<file path="src/rtl/vector_lambert_shade.sv">
// Lambert shading: clamp(dot(normal, light)) with a one-stage operand register
// and a 4-entry result FIFO. Vectors are packed {x, y, z} fixed-point words.

module vector_dot_product #(
    parameter int DATA_W = 16,
    parameter int FRAC_W = 12
) (
    input  logic [3*DATA_W-1:0]      i_op1,
    input  logic [3*DATA_W-1:0]      i_op2,
    output logic signed [DATA_W-1:0] o_dot,
    output logic                     o_overflow
);
    localparam int PW = 2 * DATA_W;
    localparam int SW = PW + 2;
    localparam logic signed [SW-1:0] MAX_V = {{(SW-DATA_W+1){1'b0}}, {(DATA_W-1){1'b1}}};
    localparam logic signed [SW-1:0] MIN_V = ~MAX_V;

    logic signed [PW-1:0] w_prod [3];
    logic signed [SW-1:0] w_sum;
    logic signed [SW-1:0] w_shift;

    for (genvar g = 0; g < 3; g++) begin : g_mul
        logic signed [DATA_W-1:0] w_a;
        logic signed [DATA_W-1:0] w_b;
        assign w_a       = i_op1[(2-g)*DATA_W +: DATA_W];
        assign w_b       = i_op2[(2-g)*DATA_W +: DATA_W];
        assign w_prod[g] = PW'(w_a) * PW'(w_b);
    end

    // Full-precision sum, then drop the fraction bits of the product (floor).
    assign w_sum      = SW'(w_prod[0]) + SW'(w_prod[1]) + SW'(w_prod[2]);
    assign w_shift    = w_sum >>> FRAC_W;
    assign o_overflow = (w_shift > MAX_V) || (w_shift < MIN_V);
    assign o_dot      = w_shift[DATA_W-1:0];
endmodule

module vector_lambert_shade #(
    parameter int DATA_W = 16,
    parameter int FRAC_W = 12
) (
    input  logic                     clk,
    input  logic                     rst_n,
    input  logic                     light_we,
    input  logic [3*DATA_W-1:0]      light_dir,
    input  logic                     in_valid,
    input  logic [3*DATA_W-1:0]      in_normal,
    output logic                     in_ready,
    output logic                     out_valid,
    output logic signed [DATA_W-1:0] out_intensity,
    output logic                     out_clamped,
    input  logic                     out_ready
);
    localparam logic signed [DATA_W-1:0] ONE = DATA_W'(1) << FRAC_W;

    logic [3*DATA_W-1:0]      r_light;
    logic [3*DATA_W-1:0]      r_normal_p1;
    logic [3*DATA_W-1:0]      r_light_p1;
    logic                     r_vld_p1;
    logic [DATA_W:0]          r_fifo_mem [4];
    logic [1:0]               r_wr_ptr;
    logic [1:0]               r_rd_ptr;
    logic [2:0]               r_count;

    logic                     w_accept;
    logic                     w_push;
    logic                     w_pop;
    logic signed [DATA_W-1:0] w_dot;
    logic                     w_ovf;
    logic [DATA_W:0]          w_shade;
    logic [DATA_W:0]          w_head;

    // Returns {clamped, intensity}; overflow wins over the sign test.
    function automatic logic [DATA_W:0] lambert_clamp(
        input logic signed [DATA_W-1:0] dot,
        input logic                     ovf
    );
        if (ovf)
            return {1'b1, ONE};
        else if (dot < 0)
            return {1'b1, {DATA_W{1'b0}}};
        else if (dot > ONE)
            return {1'b1, ONE};
        else
            return {1'b0, dot};
    endfunction

    // No pop lookahead: a sample sitting in S1 always has a free FIFO slot.
    assign in_ready = (4'(r_count) + 4'(r_vld_p1)) < 4'd4;
    assign w_accept = in_valid & in_ready;
    assign out_valid = (r_count != 3'd0);
    assign w_pop    = out_valid & out_ready;
    assign w_push   = r_vld_p1;

    // ---- stage p0 -> p1: capture operands with the light seen at acceptance
    always_ff @(posedge clk) begin
        if (w_accept) begin
            r_normal_p1 <= in_normal;
            r_light_p1  <= r_light;
        end
    end

    vector_dot_product #(
        .DATA_W (DATA_W),
        .FRAC_W (FRAC_W)
    ) u_dot (
        .i_op1      (r_normal_p1),
        .i_op2      (r_light_p1),
        .o_dot      (w_dot),
        .o_overflow (w_ovf)
    );

    assign w_shade = lambert_clamp(w_dot, w_ovf);

    // ---- stage p1 -> FIFO: clamped result enters the queue
    always_ff @(posedge clk) begin
        if (w_push)
            r_fifo_mem[r_wr_ptr] <= w_shade;
    end

    always_ff @(posedge clk) begin
        if (!rst_n) begin
            r_light  <= '0;
            r_vld_p1 <= 1'b0;
            r_wr_ptr <= 2'd0;
            r_rd_ptr <= 2'd0;
            r_count  <= 3'd0;
        end else begin
            if (light_we)
                r_light <= light_dir;
            r_vld_p1 <= w_accept;
            if (w_push)
                r_wr_ptr <= r_wr_ptr + 2'd1;
            if (w_pop)
                r_rd_ptr <= r_rd_ptr + 2'd1;
            case ({w_push, w_pop})
                2'b10:   r_count <= r_count + 3'd1;
                2'b01:   r_count <= r_count - 3'd1;
                default: r_count <= r_count;
            endcase
        end
    end

    assign w_head        = r_fifo_mem[r_rd_ptr];
    assign out_intensity = out_valid ? w_head[DATA_W-1:0] : '0;
    assign out_clamped   = out_valid ? w_head[DATA_W]     : 1'b0;
endmodule

</file>
<file path="config.mk">
export PLATFORM = sky130hd
export DESIGN_NAME = vector_lambert_shade
export DESIGN_NICKNAME = d
export VERILOG_FILES = /design/src/rtl/vector_lambert_shade.sv
export SDC_FILE = /design/constraint.sdc
export NUM_CORES = 2
export LEC_CHECK = 0
export ABC_AREA = 1
export CORE_MARGIN = 3
export CORE_UTILIZATION = 55
export CTS_CLUSTER_DIAMETER = 50
export DETAILED_ROUTE_END_ITERATION = 7
export PLACE_DENSITY = 0.68
export SLEW_MARGIN = 40
export SYNTH_ARGS = -nofsm -noshare
export SYNTH_HDL_FRONTEND = slang
export SYNTH_SLANG_ARGS = --single-unit
</file>
<file path="constraint.sdc">
create_clock -name clk -period 25.3 [get_ports clk]
set_input_delay 5.06 -clock clk [delete_from_list [all_inputs] [get_ports clk]]
set_output_delay 5.06 -clock clk [all_outputs]
set_load 0.03 [all_outputs]
</file>
# [Yosys cells after proc, flatten, opt, wreduce, memory -nomap -nowiden]
# Memory sizes are Yosys's and may differ from the RTL's. A register that Yosys moved wholly into a read port is not among the register bits.
# Index checks and enable logic that the tools add are counted.
[word_totals] ff_bits=152 latch_bits=0 ramBits=68 rom_bits=0 in_bits=101 out_inout_bits=19 wordCells=40 mem_count=1
[classes] add_sub_neg=7 mul=3 div=0 order_cmp=5 n_eq_ne=2 shift=0 n_mux=10 bitwise_logic=2 n_reduce_logical=3
[mem_list] name="r_fifo_mem" depth=4 word_bits=17 read_ports=1 rd_clocked_by_memory_dff=1 write_ports=1 line_no="59" text="logic [DATA_W:0] r_fifo_mem [4];"
[op_table] cell="multiplier 16 x 16 -> 32 bit" count=3
[op_table] cell="2-to-1 mux 17 bit" count=3
[op_table] cell="adder 33 x 32 -> 34 bit" count=1
[op_table] cell="adder 32 x 32 -> 33 bit" count=1
[op_table] cell="> comparator 22 x 16 -> 1 bit (second input constant)" count=1
[op_table] cell="less-than comparator 22 x 16 -> 1 bit (second input constant)" count=1
[op_table] cell="> comparator 16 x 14 -> 1 bit (second input constant)" count=1
[op_table] cell="less-than comparator 16 x 1 -> 1 bit (second input constant)" count=1
[op_table] cell="2-to-1 mux 16 bit" count=1
[op_table] cell="one-hot mux 3 bit (2 select lines)" count=1
[op_table] cell="adder 2 x 1 -> 2 bit (second input constant)" count=2
[op_table] cell="adder 3 x 1 -> 4 bit" count=1
[op_table] cell="less-than comparator 4 x 3 -> 1 bit (second input constant)" count=1
[op_table] cell="2-to-1 mux 2 bit" count=2
[op_table] cell="adder 3 x 1 -> 3 bit (second input constant)" count=1
[op_table] cell="2-to-1 mux 1 bit" count=3
[op_table] cell="nonzero test 3 bit" count=1
[op_table] cell="subtractor 3 x 1 -> 3 bit (second input constant)" count=1
[op_table] cell="bitwise AND 1 bit" count=2
[op_table] cell="equality test 2 x 1 -> 1 bit (second input constant)" count=1
[op_table] cell="equality test 2 bit (second input constant)" count=1
[op_table] cell="nonzero test 2 bit" count=1
[op_table] cell="logical OR 1 bit" count=1

# [Longest topological paths before layout]
[depth] depth_word=7 ltp_mapped=41 ltp_nobuf=38

# [Cells and area by module]
# A second synthesis with hierarchy kept.
[unflattened] hier_cells=4541 hier_area_um2=39773.1
[by_module_without_submodules] mod="vector_dot_product" n_inst=1 cells_per_inst=3935 area_per_inst_um2=32015.7 seq_area_each_um2=0.0
[by_module_without_submodules] mod="vector_lambert_shade" n_inst=1 cells_per_inst=606 area_per_inst_um2=7757.4 seq_area_each_um2=5965.7

# [Worst setup path after synthesis]
# OpenSTA, ideal clock, no wires.
[synth_timing] path_type="input to register" from="in in_valid" to="reg r_light_p1[0] (enable)" setup_ps=668 t_arrival_ps=11570 t_required_ps=24632 slack_ps=13062 cell_stages=2 n_path_buf=0 cell_sequence="inv_1 -> nor3_1"
[synth_between] elab_chain_len=1
[synth_lines] element="start: declaration" line_no="45" text="input logic in_valid,"
[synth_lines] element="bitwise AND 1 bit" line_no="89" text="assign w_accept = in_valid & in_ready;"
[synth_lines] element="named net w_accept" line_no="64" text="logic w_accept;"
[synth_lines] element="end signal: assignment" line_no="98" text="r_light_p1 <= r_light;"
[synth_lines] element="end: declaration" line_no="57" text="logic [3*DATA_W-1:0] r_light_p1;"
# The timed path passes the listed nets, and every way through them passes these cells.
# A chain may end at the register's enable or synchronous reset.

# [Final worst setup path]
[layout_timing] from="reg r_light_p1[16]" to="mem r_fifo_mem[3][0] (netlist name) (data pin)"
[layout_between] elab_chain_len=7 elab_cells_between_ends=11 classes_between="add/sub: 2; mul: 1; order compare: 4; mux: 3; reduce/logical: 1"
[layout_lines] element="multiplier 16 x 16 -> 32 bit *" line_no="27" text="assign w_prod[g] = PW'(w_a) * PW'(w_b);"
[layout_lines] element="adder 32 x 32 -> 33 bit *" line_no="31" text="assign w_sum = SW'(w_prod[0]) + SW'(w_prod[1]) + SW'(w_prod[2]);"
[layout_lines] element="adder 33 x 32 -> 34 bit *" line_no="31"
[layout_lines] element="> comparator 16 x 14 -> 1 bit" line_no="81" text="else if (dot > ONE)"
[layout_lines] element="2-to-1 mux 17 bit" line_no="81"
[layout_lines] element="2-to-1 mux 17 bit" line_no="79" text="else if (dot < 0)"
[layout_lines] element="2-to-1 mux 17 bit *" line_no="77" text="if (ovf)"
[layout_lines] element="named net w_shade[0]" line_no="69" text="logic [DATA_W:0] w_shade;"
[layout_lines] element="end: declaration" line_no="59"
# The timed path passes the listed nets; every way through them passes the cells marked *.

==> summary.md <==
| Metric | Value |
|---|---|
| Result of the run | finished clean |
| Share of flip-flops with an asynchronous set or reset | 0% |
| Total count of hold-check failures in the final report | 0 |
| Min Hold Slack | 0.4253 ns |
| Crit path required time | 25.60 ns |
| Maximum fanout count along the critical path | 16 |
| Number of hold-repair buffers added at the cts stage | 0 |
| Xor/xnor cell area share of the yosys netlist | 0.3933% |
| Final worst path period need | 9.631 ns |
| Max Clock Skew | 0.03070 ns |
| Area of the die | 75,560 um^2 |
| Delay of the slowest cell on the worst path | 0.71 ns |
| Accumulated negative setup slack | 0 ns |
| Critical Path End Type | flop |
| Unrepaired setup endpoints after global routing | false |
| Die boundary height | 274.9 um |
| Count of flip-flops with a built-in enable after synthesis | 160 |
| Clock sink count | 218 |
| Post-synthesis adder-cell area fraction | 53.28% |
| Vias per cell | 5.050 |
| Detailed placer's ending HPWL | 86.51 mm |
| Overall overflow remaining after global route | 0 |
| Number of max-cap violations | 0 |
| Number of antenna violations at the first check in global routing | 0 |
| Cell at the root of the clock tree | sky130_fd_sc_hd__clkbuf_16 |
| Proportion of synthesized area in mux cells | 0% |
| Vias | 27,710 |
| Area fraction in compound gates after synthesis | 2.203% |
| Simple-Gate Fraction of Synth Area | 12.92% |
| Starting DRT DRC Count | 2,054 |
| Fraction of final layout cells with drive strength greater than 1 | 3.364% |
| Non-Filler Instances | 5,488 |
| Initial core utilization | 56.10% |
| Netlist Area Pre-Place | 39,770 um^2 |
| Max Freq | 103.8 MHz |
| Overall fraction of global-route tracks in use | 28.73% |
| Fill cell instance count of the final layout | 6,195 |
| Clock insertion delay at the later pin of the skew report | 0.57 ns |
| Instance count of the mapped netlist | 4,538 |
| Main flop type after synthesis | sky130_fd_sc_hd__edfxtp_1 |
| Cts bufs inserted | 36 |
| Die Width | 274.9 um |
| DRC errors left | 0 |
| Category of cells accounting for the largest share of critical-path delay | adder cells |
| Final Slew Violations | 0 |
| Total setup violations reported at the end of the flow | 0 |
| Type of the setup path with the least slack | reg2reg |
| Max-slew headroom at the worst pin | 40.35% |
| ANT nets after route | 0 |
| CTS Buffer Depth | 3 |
| Share of synthesized area occupied by flip-flops and latches | 15.00% |
| First-pass GRT wire length | 164.1 mm |
| Worst path most repeated cell | sky130_fd_sc_hd__fa_1 |
| CTS clock-pin slew for the worst setup and hold paths | 0.06 ns |
| Routed WL | 101.1 mm |
| Signal arrival time at the worst endpoint | 9.93 ns |
| Pin count of the biggest net entering global routing | 60 |
| Final net count | 5,756 |
| Area added between synthesis and finish | 7.655% |
| Ant diodes | 0 |
| Part of the cycle the worst path needs | 38.07% |
| Post-CTS Setup Repair Bufs | 0 |
| Placed Cells | 5,422 |
| Dominant combinational cell family by area after synthesis | adder cells |
| YS warnings | 0 |
| H-tree levels | 2 |
| Number of buffer cells added on primary ports | 118 |
| Core region area | 70,880 um^2 |
| Average detailed-routed wire length per instance | 18.43 um |
| Post-Synthesis Mean Instance Area | 8.763 um^2 |
| Path category of the worst min-delay check | reg2reg |
| Slew at the pin closest to its max-slew limit | 0.8947 ns |
| Quantity of gates resized following cts | 0 |
| CTS tree | built |
| Number of global-route vias before repair | 29,920 |
| First-pass detailed-route iteration total | 6 |
| Slowest cell on the critical path | sky130_fd_sc_hd__edfxtp_1 |
| Gp weighted congestion | 1.017 |
| Row cnt | 97 |
| Synth unique cells | 37 |
| Number of flip-flops and latches in the synthesized netlist | 218 |
| Share of the core filled with cells | 60.40% |
| Number of ports placed on the die boundary | 120 |
| Element type at the critical path start | flop |
| Worst path bufs/invs | 5 |
-- final cells by class --
cell class	instances	area, um^2	share of cell area (%)
Multi-Input combinational cell	2615	27390	63.97
Inverter	1510	5670	13.25
Clock inverter	24	299.0	0.6985
Sequential cell	218	5966	13.94
Timing Repair Buffer	140	1340	3.130
Clock buffer	41	970.9	2.268
Tap cell	940	1176	2.747
-- placed cells by master, fill, tap and decap left out, types with 20 or more instances in the layout --
master | synthesis | final
sky130_fd_sc_hd__edfxtp_1 | 160 | 160
sky130_fd_sc_hd__inv_1 | 1503 | 1501
sky130_fd_sc_hd__buf_4 | 2 | 21
sky130_fd_sc_hd__nand2_1 | 928 | 927
sky130_fd_sc_hd__clkbuf_16 | 0 | 37
sky130_fd_sc_hd__nor2_1 | 242 | 242
sky130_fd_sc_hd__or2_2 | 20 | 20
sky130_fd_sc_hd__a21oi_1 | 57 | 57
sky130_fd_sc_hd__clkdlybuf4s50_1 | 0 | 116
sky130_fd_sc_hd__fa_1 | 932 | 932
sky130_fd_sc_hd__dfxtp_1 | 58 | 58
sky130_fd_sc_hd__nand3_1 | 41 | 41
sky130_fd_sc_hd__ha_1 | 202 | 202
sky130_fd_sc_hd__o21ai_0 | 100 | 100
-- state kept, by name, summed over array words and instances (netlist names), named ones only --
register     count
r_rd_ptr         2
r_light         48
r_vld_p1         1
r_fifo_mem      64
r_count          3
r_wr_ptr         2
r_light_p1      48
r_normal_p1     48
-- path summary, 6_finish.rpt --
| kind | startpoint | end | slack, ns | cells past startpoint |
|---|---|---|---|---|
| hold / removal | r_light[37] | r_light_p1[37] | 0.43 | 0 |
| setup / recovery | r_light_p1[16] | r_fifo_mem[3][0] | 15.67 | 27 |
| hold reg to reg | r_light[37] | r_light_p1[37] | 0.43 | 0 |
| setup reg to reg | r_light_p1[16] | r_fifo_mem[3][0] | 15.67 | 27 |
-- per-layer routing --
layer,wire length (um),global-route usage [%],share of wire (%)
met3,6310,3.933,6.2
met5,0,0,0
met4,4486,10.91,4.4
met2,48210,47.48,48
met1,42110,39.02,42
-- cells in the mapped netlist, types with 2 or more instances --
| library cell | n | share of area, % |
|---|---|---|
| sky130_fd_sc_hd__xor2_1 | 7 | 0.15 |
| sky130_fd_sc_hd__nand3_1 | 41 | 0.52 |
| sky130_fd_sc_hd__clkbuf_1 | 193 | 1.8 |
| sky130_fd_sc_hd__or2_2 | 20 | 0.31 |
| sky130_fd_sc_hd__buf_6 | 2 | 0.057 |
| sky130_fd_sc_hd__nand3b_1 | 3 | 0.057 |
| sky130_fd_sc_hd__nor2_1 | 242 | 2.3 |
| sky130_fd_sc_hd__buf_2 | 2 | 0.025 |
| sky130_fd_sc_hd__nand2_1 | 928 | 8.8 |
| sky130_fd_sc_hd__ha_1 | 202 | 6.4 |
| sky130_fd_sc_hd__nor2_2 | 8 | 0.13 |
| sky130_fd_sc_hd__nor3_2 | 12 | 0.30 |
| sky130_fd_sc_hd__dfxtp_1 | 58 | 2.9 |
| sky130_fd_sc_hd__edfxtp_1 | 160 | 12 |
| sky130_fd_sc_hd__nand2_2 | 11 | 0.17 |
| sky130_fd_sc_hd__nor3_1 | 13 | 0.16 |
| sky130_fd_sc_hd__nand4_1 | 6 | 0.094 |
| sky130_fd_sc_hd__fa_1 | 932 | 47 |
| sky130_fd_sc_hd__o21bai_1 | 6 | 0.11 |
| sky130_fd_sc_hd__xnor2_1 | 9 | 0.20 |
| sky130_fd_sc_hd__o21ai_1 | 3 | 0.038 |
| sky130_fd_sc_hd__inv_2 | 7 | 0.066 |
| sky130_fd_sc_hd__a21oi_1 | 57 | 0.72 |
| sky130_fd_sc_hd__inv_1 | 1503 | 14 |
| sky130_fd_sc_hd__buf_4 | 2 | 0.038 |
| sky130_fd_sc_hd__o21ai_0 | 100 | 1.3 |
-- cells by family (layout without fill, tap and decap cells) --
group	count (synthesis)	count (layout)
AND/OR/NAND/NOR	1289	1289
XOR/XNOR	17	17
AO/OA/AOI/OAI	170	170
buffers and inverters	1709	1715
flip-flops	218	218
other	1	5
adder cells (fa/ha/maj)	1134	1134
-- metrics by stage --
step | cell area (um^2) | setup WS, ns
6_report | 42810 | 15.67
3_3_place_gp | 41520 | 15.89
3_5_place_dp | 41530 | 15.82
2_1_floorplan | 39780 | 13.06
4_1_cts | 42800 | 15.80
5_1_grt | 42810 | 15.28
-- worst reg2reg max path, delay by kind of cell (launching register included) --
kind                     cells  cell delay, ns
flip-flops                   1            0.71
XOR/XNOR                     1            0.28
buffers and inverters        5            0.81
adder cells (fa/ha/maj)     10            4.83
AND/OR/NAND/NOR              8            2.03
AO/OA/AOI/OAI                3            0.74
Power is not shown: default switching activity piles up to over one toggle a cycle in this logic, so the estimate is an artifact.
